`config.mk`:
```
export PLATFORM = sky130hd
export DESIGN_NAME = pc_fetch_sequencer
export DESIGN_NICKNAME = d
export VERILOG_FILES = /design/src/rtl/pc_fetch_sequencer_pkg.sv /design/src/rtl/pc_fetch_sequencer_pc_next_mux.sv /design/src/rtl/pc_fetch_sequencer.sv
export SDC_FILE = /design/constraint.sdc
export NUM_CORES = 1
export LEC_CHECK = 0
export CAP_MARGIN = 20
export CORE_MARGIN = 3
export CORE_UTILIZATION = 47
export CTS_CLUSTER_SIZE = 8
export DETAILED_ROUTE_END_ITERATION = 7
export PLACE_DENSITY = 0.81
export SYNTH_ARGS = -nofsm -noshare
export SYNTH_HDL_FRONTEND = slang
export SYNTH_SLANG_ARGS = --single-unit
```
`constraint.sdc`:
```
create_clock -name clk -period 6.6 [get_ports clk]
set_input_delay 1.32 -clock clk [delete_from_list [all_inputs] [get_ports clk]]
set_output_delay 1.32 -clock clk [all_outputs]
set_load 0.01 [all_outputs]
```
`src/rtl/pc_fetch_sequencer_pkg.sv`:
```
// Shared types and defaults for the PC fetch sequencer: FSM states, next-pc
// select codes and the architectural constants.
package pc_fetch_sequencer_pkg;

  localparam int          XLEN_DEF        = 32;
  localparam logic [31:0] RESET_PC_DEF    = 32'h0000_0000;
  localparam int          PC_STEP_DEF     = 4;
  localparam int          ACK_TIMEOUT_DEF = 15;
  localparam int          TO_W            = 4;

  typedef enum logic [1:0] {
    S_IDLE    = 2'd0,
    S_REQ     = 2'd1,
    S_DELIVER = 2'd2,
    S_FAULT   = 2'd3
  } state_t;

  typedef enum logic [1:0] {
    SEL_HOLD   = 2'd0,
    SEL_STEP   = 2'd1,
    SEL_BRANCH = 2'd2
  } pc_sel_t;

endpackage

```
`src/rtl/pc_fetch_sequencer_pc_next_mux.sv`:
```
// Next-PC selection: branch target beats sequential step, which beats hold.
// Also flags whether the selected value is a commit to the PC storage.
module pc_next_mux
  import pc_fetch_sequencer_pkg::*;
#(
  parameter int XLEN    = XLEN_DEF,
  parameter int PC_STEP = PC_STEP_DEF
) (
  input  logic [XLEN-1:0] pc,
  input  logic            step_en,
  input  logic            branch_valid,
  input  logic [XLEN-1:0] branch_target,
  output logic [XLEN-1:0] pc_next,
  output logic            commit
);

  pc_sel_t sel;

  // NOTE: every always_comb output gets a default first so no path can infer a latch.
  always_comb begin
    sel = SEL_HOLD;
    if (branch_valid)  sel = SEL_BRANCH;
    else if (step_en)  sel = SEL_STEP;
  end

  always_comb begin
    pc_next = pc;
    commit  = 1'b0;
    case (sel)
      // Targets are word aligned; the low two bits are dropped, not trapped.
      SEL_BRANCH: begin
        pc_next = {branch_target[XLEN-1:2], 2'b00};
        commit  = 1'b1;
      end
      SEL_STEP: begin
        pc_next = pc + XLEN'(PC_STEP);
        commit  = 1'b1;
      end
      default: begin
        pc_next = pc;
        commit  = 1'b0;
      end
    endcase
  end

endmodule

```
`src/rtl/pc_fetch_sequencer.sv`:
```
// PC fetch sequencer: one imem request per PC, valid/ready delivery downstream,
// sequential or branch PC update with a one-cycle commit strobe, ack watchdog.
module pc_fetch_sequencer
  import pc_fetch_sequencer_pkg::*;
#(
  parameter int              XLEN        = XLEN_DEF,
  parameter logic [XLEN-1:0] RESET_PC    = XLEN'(RESET_PC_DEF),
  parameter int              PC_STEP     = PC_STEP_DEF,
  parameter int              ACK_TIMEOUT = ACK_TIMEOUT_DEF
) (
  input  logic            clk,
  input  logic            rst,
  input  logic            start,
  input  logic            halt,
  input  logic            branch_valid,
  input  logic [XLEN-1:0] branch_target,
  output logic            imem_req,
  output logic [XLEN-1:0] imem_addr,
  input  logic            imem_ack,
  input  logic [XLEN-1:0] imem_rdata,
  output logic            instr_valid,
  input  logic            instr_ready,
  output logic [XLEN-1:0] instr_out,
  output logic [XLEN-1:0] instr_pc,
  output logic            pc_wr_en,
  output logic [XLEN-1:0] pc_wr_data,
  output logic            busy,
  output logic            fault
);

  state_t          state, state_next;
  logic [XLEN-1:0] pc, pc_next;
  logic [TO_W-1:0] to_cnt;
  logic            halt_seen;
  logic            branch_eff;
  logic            step_en;
  logic            commit;
  logic            ack_taken;
  logic            timeout_hit;

  // A fault freezes the sequencer until reset, so redirects are ignored there.
  assign branch_eff  = branch_valid && (state != S_FAULT);
  assign step_en     = (state == S_DELIVER) && instr_ready;
  assign ack_taken   = (state == S_REQ) && imem_ack && !branch_eff;
  assign timeout_hit = (to_cnt == TO_W'(ACK_TIMEOUT - 1));

  pc_next_mux #(
    .XLEN    (XLEN),
    .PC_STEP (PC_STEP)
  ) u_pc_next_mux (
    .pc            (pc),
    .step_en       (step_en),
    .branch_valid  (branch_eff),
    .branch_target (branch_target),
    .pc_next       (pc_next),
    .commit        (commit)
  );

  // NOTE: sequential state uses non-blocking assignments so every register samples pre-edge values.
  always_ff @(posedge clk or posedge rst) begin
    if (rst) state <= S_IDLE;
    else     state <= state_next;
  end

  always_comb begin
    state_next = state;
    case (state)
      S_IDLE:    if (start) state_next = S_REQ;
      S_REQ: begin
        if (branch_eff)       state_next = S_REQ;
        else if (imem_ack)    state_next = S_DELIVER;
        else if (timeout_hit) state_next = S_FAULT;
      end
      S_DELIVER: begin
        if (branch_eff)       state_next = S_REQ;
        else if (instr_ready) state_next = (halt_seen || halt) ? S_IDLE : S_REQ;
      end
      S_FAULT:   state_next = S_FAULT;
      default:   state_next = S_IDLE;
    endcase
  end

  always_comb begin
    imem_req    = (state == S_REQ);
    instr_valid = (state == S_DELIVER);
    busy        = (state != S_IDLE);
    fault       = (state == S_FAULT);
  end

  assign imem_addr = pc;

  always_ff @(posedge clk or posedge rst) begin
    if (rst) begin
      pc         <= RESET_PC;
      to_cnt     <= '0;
      halt_seen  <= 1'b0;
      instr_out  <= '0;
      instr_pc   <= '0;
      pc_wr_en   <= 1'b0;
      pc_wr_data <= '0;
    end else begin
      pc       <= pc_next;
      pc_wr_en <= commit;
      if (commit) pc_wr_data <= pc_next;

      // Counts consecutive unacknowledged request cycles; a retarget restarts it.
      if ((state == S_REQ) && !imem_ack && !branch_eff) to_cnt <= to_cnt + 1'b1;
      else                                               to_cnt <= '0;

      if (ack_taken) begin
        instr_out <= imem_rdata;
        instr_pc  <= pc;
      end

      if (state_next == S_IDLE)
        halt_seen <= 1'b0;
      else if (halt && ((state == S_REQ) || (state == S_DELIVER)))
        halt_seen <= 1'b1;
    end
  end

endmodule
```
* Yosys cells after proc, flatten, opt, wreduce, memory -nomap -nowiden *
Index checks and enable logic that the tools add are counted.

word-level totals
  bits in writable memories = 0
  word-level logic and storage cells = 48
  register bits = 136
  memory bits (read-only) = 0
  memories = 0
  output and inout port bits = 133
  latch bits = 0
  input bits = 71

cells by class
  eq/ne operators = 7
  shifts and indexed selects = 0
  add/sub/neg operators = 2
  magnitude comparators = 0
  bitwise operators = 0
  divide/modulo/power cells = 0
  multiplexer cells = 15
  reductions and logical operators = 16
  multipliers = 0

operator list
  operator                                                          count
  32-bit case mux with 2 select lines                               1
  32-bit by 3-bit adder with 32-bit output (second input constant)  1
  2-bit 2-to-1 mux                                                  7
  2-bit case mux with 4 select lines                                1
  1-bit logical AND                                                 7
  2-bit == test (second input constant)                             3
  1-bit 2-to-1 mux                                                  5
  4-bit by 1-bit adder with 4-bit output (second input constant)    1
  2-bit by 1-bit == test with 1-bit output (second input constant)  2
  4-bit == test (second input constant)                             1
  2-bit zero test                                                   2
  4-bit 2-to-1 mux                                                  1
  2-bit nonzero test                                                2
  1-bit zero test                                                   2
  1-bit logical OR                                                  2
  2-bit inequality test (second input constant)                     1
  2-bit OR reduction                                                1

* Logic depth before layout (Yosys ltp) *
  word-level depth = 7
  depth in mapped cells = 8

* By module *
A second synthesis with hierarchy kept.

second synthesis, totals
  cells, all modules = 453
  area, all modules = 6147.1 um^2

modules (own cells, without submodules)
  module              area an instance (um^2)  instances  sequential area each (um^2)  cells each
  pc_fetch_sequencer  5112.4                   1          3403.3                       286
  pc_next_mux         1034.7                   1          0.0                          167

* Least setup slack after synthesis *
No wires, ideal clock.

  kind = input port to flip-flop
  from = input branch_valid
  to = register instr_out[0]
  path buffers = 2
  data arrival time = 2.532 ns
  stages = 5
  setup time = 0.125 ns
  setup slack = 3.943 ns
  cells stage by stage = nand2b_1 -> nand3_1 -> clkbuf_1 -> clkbuf_1 -> mux2_2

on the way
  cells in the longest elaborated chain, start to end = 3

ends and longest elaborated chain
  element               RTL line                   source
  start, declared       pc_fetch_sequencer.sv:15   input logic branch_valid,
  1-bit logical AND     pc_fetch_sequencer.sv:42   assign branch_eff = branch_valid && (state != S_FAULT);
  1-bit zero test       pc_fetch_sequencer.sv:44   assign ack_taken = (state == S_REQ) && imem_ack && !branch_eff;
  1-bit logical AND     pc_fetch_sequencer.sv:44
  end signal, assigned  pc_fetch_sequencer.sv:111  instr_out <= imem_rdata;
  end, declared         pc_fetch_sequencer.sv:23   output logic [XLEN-1:0] instr_out,

No other way between the ends.
A chain may end at the register's enable or synchronous reset.

* Worst setup path after layout *
  from = input branch_valid
  to = register instr_pc[8]

on the way
  cells in the longest elaborated chain, start to end = 3

ends and longest elaborated chain
  element               RTL line                   source
  1-bit logical AND     pc_fetch_sequencer.sv:42
  1-bit zero test       pc_fetch_sequencer.sv:44
  1-bit logical AND     pc_fetch_sequencer.sv:44
  end signal, assigned  pc_fetch_sequencer.sv:112  instr_pc <= pc;
  end, declared         pc_fetch_sequencer.sv:24   output logic [XLEN-1:0] instr_pc,

No other way between the ends.

==> impl_metrics.json <==
{
  "die_x_um": 122,
  "portBuffers": 201,
  "wirelength_um": 16900,
  "relSlewSlack_pct": 35.7,
  "cts_made_buffers": 17,
  "post-route-period-util_pct": 55.0,
  "multi_input_area_sq_um": 2700,
  "worstSkewPairLatency_ns": 0.41,
  "ys_warn_count": 0,
  "via_per_inst": 5.47,
  "die_h_um": 122,
  "drive_above_1_share_pct": 13.3,
  "cts_buffer_depth": 2,
  "yosys.cell_types.count": 44,
  "antenna_cells": 0,
  "synth.avg_cell_area_sq_um": 10.8,
  "cts_sinks": 136,
  "finalHoldViolCount": 0,
  "pwr-share-seq_pct": 37.4,
  "setup_tns_ns": 0,
  "ant_nets": 0,
  "internal_power_w": 0.00258,
  "path_cells": "clkdlybuf4s50_1 -> nand2b_1 -> nand3_4 -> mux2_2",
  "die-area_sq_um": 14800,
  "num_vias": 5190,
  "crit_path_top_delay_cell": "nand3_4",
  "cp.arrival_ns": 3.92,
  "grt_pass1_wl_um": 27600,
  "critPathCaptureType": "register",
  "share_comb_of_total_power_pct": 40.0,
  "grt_use_total_pct": 23.7,
  "core_sq_um": 12900,
  "maxSlewViolCount": 0,
  "seq_area_frac_synth_pct": 54.1,
  "io_pins": 204,
  "leakage_nw": 3.61,
  "fin_crit_ns": 3.63,
  "synth.cell_area_sq_um": 6290,
  "postLayoutCoreUtil_pct": 69.4,
  "run_status": "complete, no violations",
  "fmax_mhz": 276,
  "syn_to_final_growth_pct": 42.1,
  "grt_pass1_vias": 5385,
  "grt_max_degree": 83,
  "first_iter_violations": 346,
  "grt_setup_unrepaired": "no",
  "start_util_pct": 48.9,
  "final_cells": 948,
  "cp_data_required_time_ns": 6.89,
  "cp_slowest_stage_delay_ns": 0.87,
  "min_path_type": "register to register",
  "drtPass1Iterations": 5,
  "grt-ovfl-total": 0,
  "synth-async-reset-ratio_pct": 100,
  "dp_hpwl_um": 11700,
  "fin_nets": 845,
  "r2r_slack_ns": 3.51,
  "worst_slew_pin_slew_ns": 0.964,
  "layout_common_cells": "201 x clkdlybuf4s50_1, 136 x dfrtp_1, 65 x nand2_1, 62 x mux2_2, 47 x o21ai_0",
  "holdBufCountCts": 0,
  "cts_tree": "built",
  "syn_nets": 661,
  "vdd_drop_max_mv": 0.250,
  "root_buffer": "clkbuf_16",
  "netSwitchingPower_w": 0.00124,
  "hold-worst-slack_ns": 0.492,
  "cts_resized": 0,
  "pre_cts_slack_ns": 2.56,
  "critPathMaxFanout": 66,
  "clk_pin_slew_ns": 0.05,
  "row_count": 41,
  "start_kind": "primary input",
  "place_inst": 919,
  "post_cts_buffers": 0,
  "setup_violations": 0,
  "fin_worst_skew_ns": 0.00759,
  "switching_share_pct": 32.4,
  "layout_commonest_cell": "clkdlybuf4s50_1",
  "drcViolationCount": 0,
  "maxCapViolCount": 0,
  "htreeDepth": 4,
  "num-fill-cells": 962,
  "antenna_found_initial": 0,
  "synth_edf_count": 0,
  "p_clk_share_pct": 22.6,
  "ys.flop_type": "dfrtp_1",
  "post_drt_wl_per_cell_um": 17.8,
  "place_congestion": 0.853,
  "syn_inst": 582,
  "powerDensity_nw_per_um2": 427,
  "setup_ws_ns": 2.97,
  "regArea_sq_um": 3400,
  "crit_type": "primary input to register",
  "synth-seq-cells": 136
}
[cells in the mapped netlist, types with 4 or more instances]
cell type  instances  area [sq um]
nand3_1           19          95.1
mux2_2            62           698
o21ai_0           47           235
buf_2              6          30.0
clkbuf_1          30           113
ha_1               8           100
a31oi_1            5          31.3
nor3_1            12          60.1
a21oi_1           14          70.1
nand4_1           14          87.6
nand2_1           65           244
dfrtp_1          136          3400
o211ai_1          15           113
nor4_1             9          56.3
nor2_1            33           124
xnor2_1           34           298
inv_1             10          37.5
xor2_1            19           166
o21ai_1            4          20.0
[worst max-delay path: cells and delay by family]
kind | cells | cell delay [ns]
buffers and inverters | 1 | 0.46
and+or+nand+nor | 2 | 1.54
muxes | 1 | 0.58
[power by group through the flow]
stage                     Clock [W]  Combinational, W  Sequential (W)
after floorplan                   0          0.000609         0.00149
after global placement            0           0.00150         0.00141
after detailed placement          0           0.00153         0.00143
after CTS                  0.000878           0.00155         0.00143
after global routing       0.000921           0.00165         0.00147
final                      0.000863           0.00153         0.00143
[worst paths after layout]
kind,from,endpoint,cells after the start
max,branch_valid,instr_pc[8],4
min,instr_pc[30],instr_pc[30],2
min in group asynchronous,rst,instr_out[25],2
min reg2reg,instr_pc[30],instr_pc[30],2
max in group asynchronous,rst,imem_addr[3],3
max reg2reg,state[1],instr_pc[8],4
[layout make-up]
type                       instances  area share (%)
sequential                       136            38.1
clock inverter                     4           0.504
timing repair buffer             206            22.9
tap                              172            2.41
inverter                          10           0.476
clock buffer                      25            5.43
multi-input combinational        395            30.2
[flip-flops by register name, summed over array words and instances (netlist names)]
name / flops
state: 2
to_cnt: 4
halt_seen: 1
instr_pc: 32
instr_out: 32
imem_addr: 32
pc_wr_data: 32
pc_wr_en: 1
[cell families (layout without fill, tap and decap cells)]
kind of cell | count (synthesis) | count (layout) | share of synthesized area, %
and+or+nand+nor | 178 | 178 | 13.9
DFF | 136 | 136 | 54.1
AOI/OAI and AO/OA | 93 | 93 | 8.51
muxes | 63 | 63 | 11.3
xor gates and xnor gates | 53 | 53 | 7.38
buffers and inverters | 51 | 245 | 3.34
adders and majority gates | 8 | 8 | 1.59
[layer usage]
layer  GRT usage (%)  routed length [um]  vias to the layer above
met1            29.7                6930                     2562
met4            7.91                 242                        0
met5               0                   0                        -
met2            38.8                8250                      218
li1                -                   -                     2390
met3            8.08                1490                       20
[metrics by stage]
stage	area [sq um]	total power [W]
2_1_floorplan	6290	0.00210
3_3_place_gp	8410	0.00291
3_5_place_dp	8410	0.00297
4_1_cts	8940	0.00385
5_1_grt	8940	0.00404
6_report	8940	0.00382
Note: power is estimated with default switching activity, not from simulation.
